===== config.mk =====
export PLATFORM = sky130hd
export DESIGN_NAME = ai_coproc_responder
export DESIGN_NICKNAME = d
export VERILOG_FILES = /design/src/rtl/ai_coproc_responder.sv
export SDC_FILE = /design/constraint.sdc
export NUM_CORES = 1
export LEC_CHECK = 0
export CAP_MARGIN = 0
export CORE_UTILIZATION = 25
export CTS_CLUSTER_SIZE = 25
export DETAILED_ROUTE_END_ITERATION = 8
export PLACE_DENSITY = 0.41
export SYNTH_ARGS = -nofsm -noshare
export SYNTH_HDL_FRONTEND = slang
export SYNTH_SLANG_ARGS = --single-unit

===== constraint.sdc =====
create_clock -name clk -period 7.95 [get_ports clk]
set_clock_uncertainty 0.2 [all_clocks]
set_input_delay 1.1925 -clock clk [delete_from_list [all_inputs] [get_ports clk]]
set_output_delay 1.1925 -clock clk [all_outputs]
set_load 0.01 [all_outputs]

===== src/rtl/ai_coproc_responder.sv =====
// Sequential AI coprocessor responder: one shared signed 8x8 MAC behind a start/busy/done handshake.
// Define AI_COPROC_SAT_EN to saturate matmul elements to int8; otherwise they wrap.
module ai_coproc_responder #(
    parameter int                 ACC_W       = 32,
    parameter logic signed [31:0] STEP_THRESH = 32'sd0
) (
    input  logic        clk,
    input  logic        reset,
    input  logic        start,
    input  logic [2:0]  opcode,
    input  logic [31:0] a,
    input  logic [31:0] b,
    input  logic [4:0]  rd_in,
    output logic        busy,
    output logic        done,
    output logic [31:0] result,
    output logic [4:0]  rd_out,
    output logic        err
);

    localparam logic [2:0] OP_DOT    = 3'b000;
    localparam logic [2:0] OP_MATMUL = 3'b001;
    localparam logic [2:0] OP_RELU   = 3'b010;
    localparam logic [2:0] OP_STEP   = 3'b011;
    localparam int         WIDE_W    = (ACC_W > 32) ? ACC_W : 32;

    typedef enum logic [1:0] {IDLE, COMPUTE, DONE} state_t;

    state_t                   state_q, state_d;
    logic [2:0]               op_q, op_d;
    logic [31:0]              a_q, a_d, b_q, b_d;
    logic [4:0]               rd_q, rd_d;
    logic signed [ACC_W-1:0]  acc_q, acc_d;
    logic [2:0]               cnt_q, cnt_d;
    logic [23:0]              pack_q, pack_d;
    logic [31:0]              result_q, result_d;
    logic                     err_q, err_d;

    logic [1:0]               lane_a, lane_b;
    logic signed [7:0]        mac_a, mac_b;
    logic signed [15:0]       product;
    logic signed [ACC_W-1:0]  acc_sum;
    logic signed [WIDE_W-1:0] acc_wide;
    logic [7:0]               elem;
    logic [2:0]               last_cnt;

    // Matmul walks C00,C01,C10,C11 with two MACs each: cnt = {i, j, k}.
    always_comb begin
        if (op_q == OP_MATMUL) begin
            lane_a = {cnt_q[2], cnt_q[0]};
            lane_b = {cnt_q[0], cnt_q[1]};
        end else begin
            lane_a = cnt_q[1:0];
            lane_b = cnt_q[1:0];
        end
        mac_a    = a_q[8*lane_a +: 8];
        mac_b    = b_q[8*lane_b +: 8];
        product  = mac_a * mac_b;
        acc_sum  = acc_q + ACC_W'(product);
        acc_wide = WIDE_W'(acc_sum);
`ifdef AI_COPROC_SAT_EN
        if (acc_wide > WIDE_W'(127))
            elem = 8'h7F;
        else if (acc_wide < -WIDE_W'(128))
            elem = 8'h80;
        else
            elem = acc_wide[7:0];
`else
        elem = acc_wide[7:0];
`endif
        case (op_q)
            OP_DOT:    last_cnt = 3'd3;
            OP_MATMUL: last_cnt = 3'd7;
            default:   last_cnt = 3'd0;
        endcase
    end

    always_comb begin
        state_d  = state_q;
        op_d     = op_q;
        a_d      = a_q;
        b_d      = b_q;
        rd_d     = rd_q;
        acc_d    = acc_q;
        cnt_d    = cnt_q;
        pack_d   = pack_q;
        result_d = result_q;
        err_d    = err_q;
        case (state_q)
            IDLE: begin
                if (start) begin
                    state_d = COMPUTE;
                    op_d    = opcode;
                    a_d     = a;
                    b_d     = b;
                    rd_d    = rd_in;
                    acc_d   = '0;
                    cnt_d   = 3'd0;
                    pack_d  = '0;
                    err_d   = 1'b0;
                end
            end
            COMPUTE: begin
                cnt_d = cnt_q + 3'd1;
                case (op_q)
                    OP_DOT: begin
                        acc_d = acc_sum;
                        if (cnt_q == last_cnt)
                            result_d = acc_wide[31:0];
                    end
                    OP_MATMUL: begin
                        if (cnt_q[0]) begin
                            acc_d  = '0;
                            pack_d = {elem, pack_q[23:8]};
                            if (cnt_q == last_cnt)
                                result_d = {elem, pack_q};
                        end else begin
                            acc_d = acc_sum;
                        end
                    end
                    OP_RELU:  result_d = a_q[31] ? 32'd0 : a_q;
                    OP_STEP:  result_d = ($signed(a_q) >= STEP_THRESH) ? 32'd1 : 32'd0;
                    default: begin
                        result_d = 32'd0;
                        err_d    = 1'b1;
                    end
                endcase
                if (cnt_q == last_cnt)
                    state_d = DONE;
            end
            DONE:    state_d = IDLE;
            default: state_d = IDLE;
        endcase
    end

    always_ff @(posedge clk) begin
        if (reset) begin
            state_q  <= IDLE;
            op_q     <= '0;
            a_q      <= '0;
            b_q      <= '0;
            rd_q     <= '0;
            acc_q    <= '0;
            cnt_q    <= '0;
            pack_q   <= '0;
            result_q <= '0;
            err_q    <= 1'b0;
        end else begin
            state_q  <= state_d;
            op_q     <= op_d;
            a_q      <= a_d;
            b_q      <= b_d;
            rd_q     <= rd_d;
            acc_q    <= acc_d;
            cnt_q    <= cnt_d;
            pack_q   <= pack_d;
            result_q <= result_d;
            err_q    <= err_d;
        end
    end

    assign busy   = (state_q != IDLE);
    assign done   = (state_q == DONE);
    assign result = result_q;
    assign rd_out = rd_q;
    assign err    = err_q;

endmodule


==> results of run 1 <==
power by group through the flow:
stage / Sequential, W / Clock [W] / Combinational (W)
2_1_floorplan: 0.000945 / 0 / 0.000821
5_1_grt: 0.000956 / 0.000903 / 0.00143
3_3_place_gp: 0.000969 / 0 / 0.00126
6_report: 0.000949 / 0.000851 / 0.00127
3_5_place_dp: 0.000969 / 0 / 0.00125
4_1_cts: 0.000949 / 0.000879 / 0.00127
layer usage:
| metal | track usage, % | wire length, um | vias up |
|---|---|---|---|
| met5 | 0 | 0 | - |
| li1 | - | - | 4838 |
| met3 | 1.915 | 1055 | 36 |
| met1 | 22.37 | 18760 | 4872 |
| met2 | 26.68 | 18440 | 174 |
| met4 | 5.435 | 887 | 0 |
stage by stage:
step,setup slack (ps),power (W),instances,hold WS (ps),util (%)
CTS,16.04,0.003100,2153,257.6,30.42
global placement,8.457,0.002231,2121,244.7,29.24
floorplan,201.5,0.001767,1381,231.2,-
detailed placement,1.824,0.002223,2121,246.8,29.24
global route,26.48,0.003289,2157,274.8,30.62
finish,371.8,0.003071,2157,256.9,30.62
final timing paths:
check | startpoint | cells past startpoint | end | slack (ps)
worst max register to register | op_q[1] | 26 | result[18] | 370
worst max-delay path | op_q[1] | 26 | result[18] | 370
worst min register to register | rd_out[1] | 2 | rd_out[1] | 260
worst min-delay path | rd_out[1] | 2 | rd_out[1] | 260
area by class of cell:
type / instances / share of cell area (%)
timing repair buffer: 151 / 9.577
sequential: 166 / 22.21
clock inverter: 14 / 0.9284
inverter: 109 / 2.785
multi-input combinational: 1035 / 56.01
clock buffer: 18 / 2.936
tap: 664 / 5.554
synthesized netlist by cell type (3+ instances only):
cell type / count
or3_1: 3
a221o_1: 3
clkbuf_1: 62
nand3b_1: 9
a221oi_1: 11
a21oi_1: 141
xor2_1: 11
mux2i_1: 11
or2_2: 5
nor3_1: 26
nand3_1: 12
ha_1: 72
buf_2: 3
a21o_1: 8
o31ai_1: 3
xnor2_1: 22
and2_1: 12
nor2b_1: 15
a222oi_1: 5
nor2_1: 135
a22oi_1: 38
a211o_1: 3
mux4_2: 7
o21ai_0: 32
nand2b_1: 25
a31oi_1: 8
nand2_1: 202
dfxtp_1: 166
o21bai_1: 5
o21a_1: 4
inv_1: 109
o221ai_1: 6
o21ai_1: 4
o211ai_1: 4
mux2_2: 16
fa_1: 135
kinds of logic after synthesis:
kind of cell,after synthesis,share of synthesized area [%]
simple gates,459,16.51
compound gates,301,15.58
fa+ha+maj,207,29.22
mux,35,3.744
buf+inv,180,5.661
xor+xnor,33,2.343
flops,166,26.95
timing repair:
action | 4_1_cts | 5_1_grt
pin swaps | 1 | 1
endpoints found under the hold margin | 0 | 0
gates resized for setup | 0 | 11
buffers inserted | 0 | 4
setup endpoints to repair | 1 | 25
hold buffers | 0 | 0
gates cloned | 0 | 0
cells in the final DEF, fill, tap and decap left out, types with 5 or more instances in the layout:
cell	n
nand3b_1	9
and2_1	11
or2_2	5
xnor2_1	22
clkdlybuf4s50_1	113
a31oi_1	8
a22oi_1	38
nand3_1	12
inv_1	107
a221oi_1	11
a21o_1	8
xor2_1	11
nand2_1	202
buf_4	36
a222oi_1	5
clkbuf_16	17
nor3_1	24
o221ai_1	6
mux2i_1	11
o21ai_0	31
ha_1	72
o21ai_1	5
o21bai_1	5
nor2b_1	14
nor2_1	134
mux2_2	16
nand2b_1	25
fa_1	135
a21oi_1	141
dfxtp_1	166
mux4_2	7
state kept, by name, summed over array words and instances (netlist names):
register  flops
acc_q        32
state_q       2
rd_out        5
b_q          32
result       32
cnt_q         3
err           1
op_q          3
pack_q       24
a_q          32
worst max-delay path, cell delays in order, from the launching register on:
cell and delay [ps]:
dfxtp_1 370, nor2_4 130, nand2_2 60, and2_1 210, a21oi_4 290, mux2i_1 170
a211o_1 320, a22oi_2 450, nand2_1 150, fa_1 530, inv_1 50, fa_1 450
ha_1 290, inv_1 40, fa_1 480, inv_1 40, ha_1 260, ha_1 220
fa_1 490, a211oi_1 400, nor4b_2 140, o31ai_4 360, nand2_1 130, a31oi_1 290
xnor2_1 200, a222oi_1 550, o21ai_0 160
==> flow_summary.toml, run 1 <==
[finish]
regArea_um2 = 3323
area_growth_pct = 21.29
drive_gt1_share_pct = 8.640
multi_input_area_um2 = 8378
final_cell_area_um2 = 14960
insertedDiodeCount = 0
fillers = 5277
nets = 1762

[yosys]
synth-seq-cells = 166
ys_seq_area_share_pct = 26.95
synth_cells = 1381
synth_flop_cell = "dfxtp_1"
synthArstFlopShare_pct = 0
synth.cell_area_um2 = 12330
synth_edf_count = 0
synth.largest_area_cell = "dfxtp_1"
synth_nets = 1663
synth.area.top_cells = "dfxtp_1 27%, fa_1 22%, ha_1 7.3%"
yosys_warnings = 0
synth.avg_cell_area_um2 = 8.931
ys_types = 71
netlist.area_leader.share_pct = 26.95

[floorplan]
die_h_um = 224.1
dieWidth_um = 224.1
coreArea_um2 = 48850
rows = 81
die_area_um2 = 50230
ioPinCount = 115
start_util_pct = 25.25

[worst_setup_path]
path_class = "register to register"
cp_max_fo = 9
cp-start-kind = "register"
cp_data_required_time_ps = 8070
cp_data_arrival_time_ps = 7700
end_kind = "register"

[placed_design]
placed_area_um2 = 14280
place_hpwl_um = 31230
port-buffer-count = 114
gp_congestion = 0.8452

[power]
p_switching_w = 0.001227
vdd.ir_drop.worst_mv = 0.1279
sw_frac_of_total_pct = 39.96
power.density_nw_per_um2 = 205.3
p_comb_share_pct = 41.4
p_leak_nw = 6.418
p_clk_share_pct = 27.7
power_frac_seq_pct = 30.9
power.internal_w = 0.001844

[clock_network]
cts_sinks = 166
clock_path_buffers = 2
cts_tree = "done"
cts_max_level = 4
path_clk_slew_ps = 70
insertion_delay_ps = 450
ctsRootBufferMaster = "clkbuf_16"
numCtsBuffers = 17

[route]
via_count = 9920
drc = 0
wl_per_cell_um = 18.15
drt-total-wl_um = 39140
antenna_left = 0
dr.first_iter.drc_count = 563
drtPass1Iterations = 6
drt-vias-per-instance = 4.599

[timing]
tightest_slew_ps = 1022
slew_headroom_pct = 31.85
max_freq_ghz = 0.1320
setup_viol = 0
setup_tns_ps = 0
fin_crit_sh_pct = 95.32
fin_crit_ps = 7578
rsz0062_at_grt = "false"
slew_viol_final = 0
finalHoldViolCount = 0

[grt]
overflow = 0
grt_pass1_vias = 10383
antenna_found_initial = 1
grt_start_max_net_pins = 88
grt_pass1_wl_um = 62360
grt_usage_pct = 16.36

[status]
outcome = "completed"

[run]
cap_violations = 0

[min_path]
worstHoldPathType = "register to register"
Note: power is estimated with default switching activity, not from simulation.
==> run 2, diff against run 1 <==
- PLACE_DENSITY: 0.41 -> 0.48
==> run 2 against run 1 <==
Die area unchanged. Via count grew 1.2%. Utilization barely moved. Worst hold slack got worse by 2.0 ps. Combinational power barely moved. Worst setup slack better by 73 ps. Critical path type unchanged. Largest power group unchanged. Non-clock buffer count is 1 lower. Register-to-register slack improved by 70 ps. Maximum frequency increased by 0.97%. Global-route usage down 0.74 points. First-iteration DRC count down 6.2%. Largest cell class unchanged. Critical path depth is 1 lower.
==> flow_summary.toml, run 2 (same netlist as run 1, synthesis figures left out) <==
[power]
vdd.ir_drop.worst_mv = 0.1571
p_leak_nw = 6.415
power.density_nw_per_um2 = 205.2

[route]
drt-vias-per-instance = 4.654
via_count = 10035
drt-total-wl_um = 37580
antenna_left = 0
wl_per_cell_um = 17.43
drtPass1Iterations = 7
drc = 0
dr.first_iter.drc_count = 528

[timing]
slew_headroom_pct = 31.64
rsz0062_at_grt = "false"
slew_viol_final = 0
tightest_slew_ps = 1022
fin_crit_ps = 7506
setup_tns_ps = 0
finalHoldViolCount = 0
fin_crit_sh_pct = 94.41
setup_viol = 0
max_freq_ghz = 0.1332

[clock_network]
cts_tree = "done"
numCtsBuffers = 17
path_clk_slew_ps = 70
cts_max_level = 4
ctsRootBufferMaster = "clkbuf_16"
clock_path_buffers = 2
insertion_delay_ps = 460
hold_buffers = 0
cts_sinks = 166

[worst_setup_path]
worst-path-buf-inv = 5
end_kind = "register"
cp_data_arrival_time_ps = 7620
worst_path_most_repeated_cell = "fa_1"
path_class = "register to register"
cp_data_required_time_ps = 8060
crit_family = "adder cells"
crit_path_top_delay_cell = "mux4_2"
cp_max_fo = 18
cp-start-kind = "register"
crit_path_max_incr_delay_ps = 650

[status]
outcome = "completed"

[grt]
grt_pass1_wl_um = 60780
overflow = 0
grt_usage_pct = 15.62
grt_pass1_vias = 10677
grt_start_max_net_pins = 74
antenna_found_initial = 0

[placed_design]
placed_area_um2 = 14300
gp_congestion = 0.8444
port-buffer-count = 114
place_hpwl_um = 29480

[floorplan]
dieWidth_um = 224.1
rows = 81
start_util_pct = 25.25
die_h_um = 224.1
die_area_um2 = 50230
ioPinCount = 115
coreArea_um2 = 48850

[min_path]
worstHoldPathType = "register to register"

[finish]
fillers = 5260
regArea_um2 = 3323
insertedDiodeCount = 0
final_common_cell = "nand2_1"
nets = 1761
multi_input_area_um2 = 8371
final_cell_mix = "202 x nand2_1, 166 x dfxtp_1, 141 x a21oi_1, 134 x nor2_1, 134 x fa_1"
final_cell_area_um2 = 14980
area_growth_pct = 21.49
drive_gt1_share_pct = 8.579

[run]
cap_violations = 0
## run 2: changes by cell type in the layout (fill, tap and decap cells not counted), sizes merged
cell | before | now
clkbuf | 18 | 19
buf | 38 | 37
bufinv | 1 | 3
clkinv | 5 | 1
inv | 114 | 113
clkinvlp | 3 | 5
## run 2: through the flow
step                setup WS (ps)  total power [W]  util (%)  hold slack [ps]  std cells
floorplan                   201.5         0.001767         -            231.2       1381
global placement            209.9         0.002181     29.28            244.8       2123
detailed placement          182.7         0.002191     29.28            247.4       2123
CTS                         133.7         0.003101     30.53            256.4       2155
global route                63.15         0.003295     30.67            271.6       2156
finish                      444.5         0.003075     30.67            255.0       2156
## run 2: worst paths after layout
kind | startpoint | to | slack (ps) | cells after the start
setup / recovery | op_q[1] | result[20] | 440 | 25
hold / removal | b_q[14] | b_q[14] | 250 | 2
setup reg to reg | op_q[1] | result[20] | 440 | 25
hold reg to reg | b_q[14] | b_q[14] | 250 | 2
## run 2: worst reg2reg max path, cell delays in order (launching register included)
cell and delay [ps]:
dfxtp_1 430, nor2_4 80, and2_1 280, buf_4 270, a21oi_4 270, buf_4 220
mux4_2 650, nand2b_1 150, fa_1 410, inv_1 80, fa_1 420, ha_1 280
inv_1 40, fa_1 480, inv_1 50, ha_1 270, ha_1 230, fa_1 510
a211oi_2 340, nor4b_2 130, o31ai_4 370, nand2_1 150, a31oi_1 310, o21ai_0 170
xnor2_1 410, o221ai_1 180
## run 2: cell type report
cell class	count	area share [%]
inverter	109	2.756
timing repair buffer	150	9.570
sequential	166	22.18
multi-input combinational	1035	55.87
clock inverter	13	1.127
tap	664	5.545
clock buffer	19	2.956
## run 2: timing repair
action	CTS	global route
setup buffers	0	1
endpoints found under the setup margin	0	16
resized for setup	0	10
## run 2: power by group
part / switching [W] / internal (W) / leakage [nW]
clock: 0.000387 / 0.000507 / 0.287
combinational: 0.000743 / 0.000495 / 4.77
sequential: 0.0000514 / 0.000891 / 1.36
total: 0.00118 / 0.00189 / 6.42
## run 2: per-layer routing
layer	wire, um	up-vias	GRT usage, %
met1	16770	4959	19.32
li1	-	4845	-
met4	935	0	5.126
met2	18690	189	27.49
met5	0	-	0
met3	1185	42	2.466
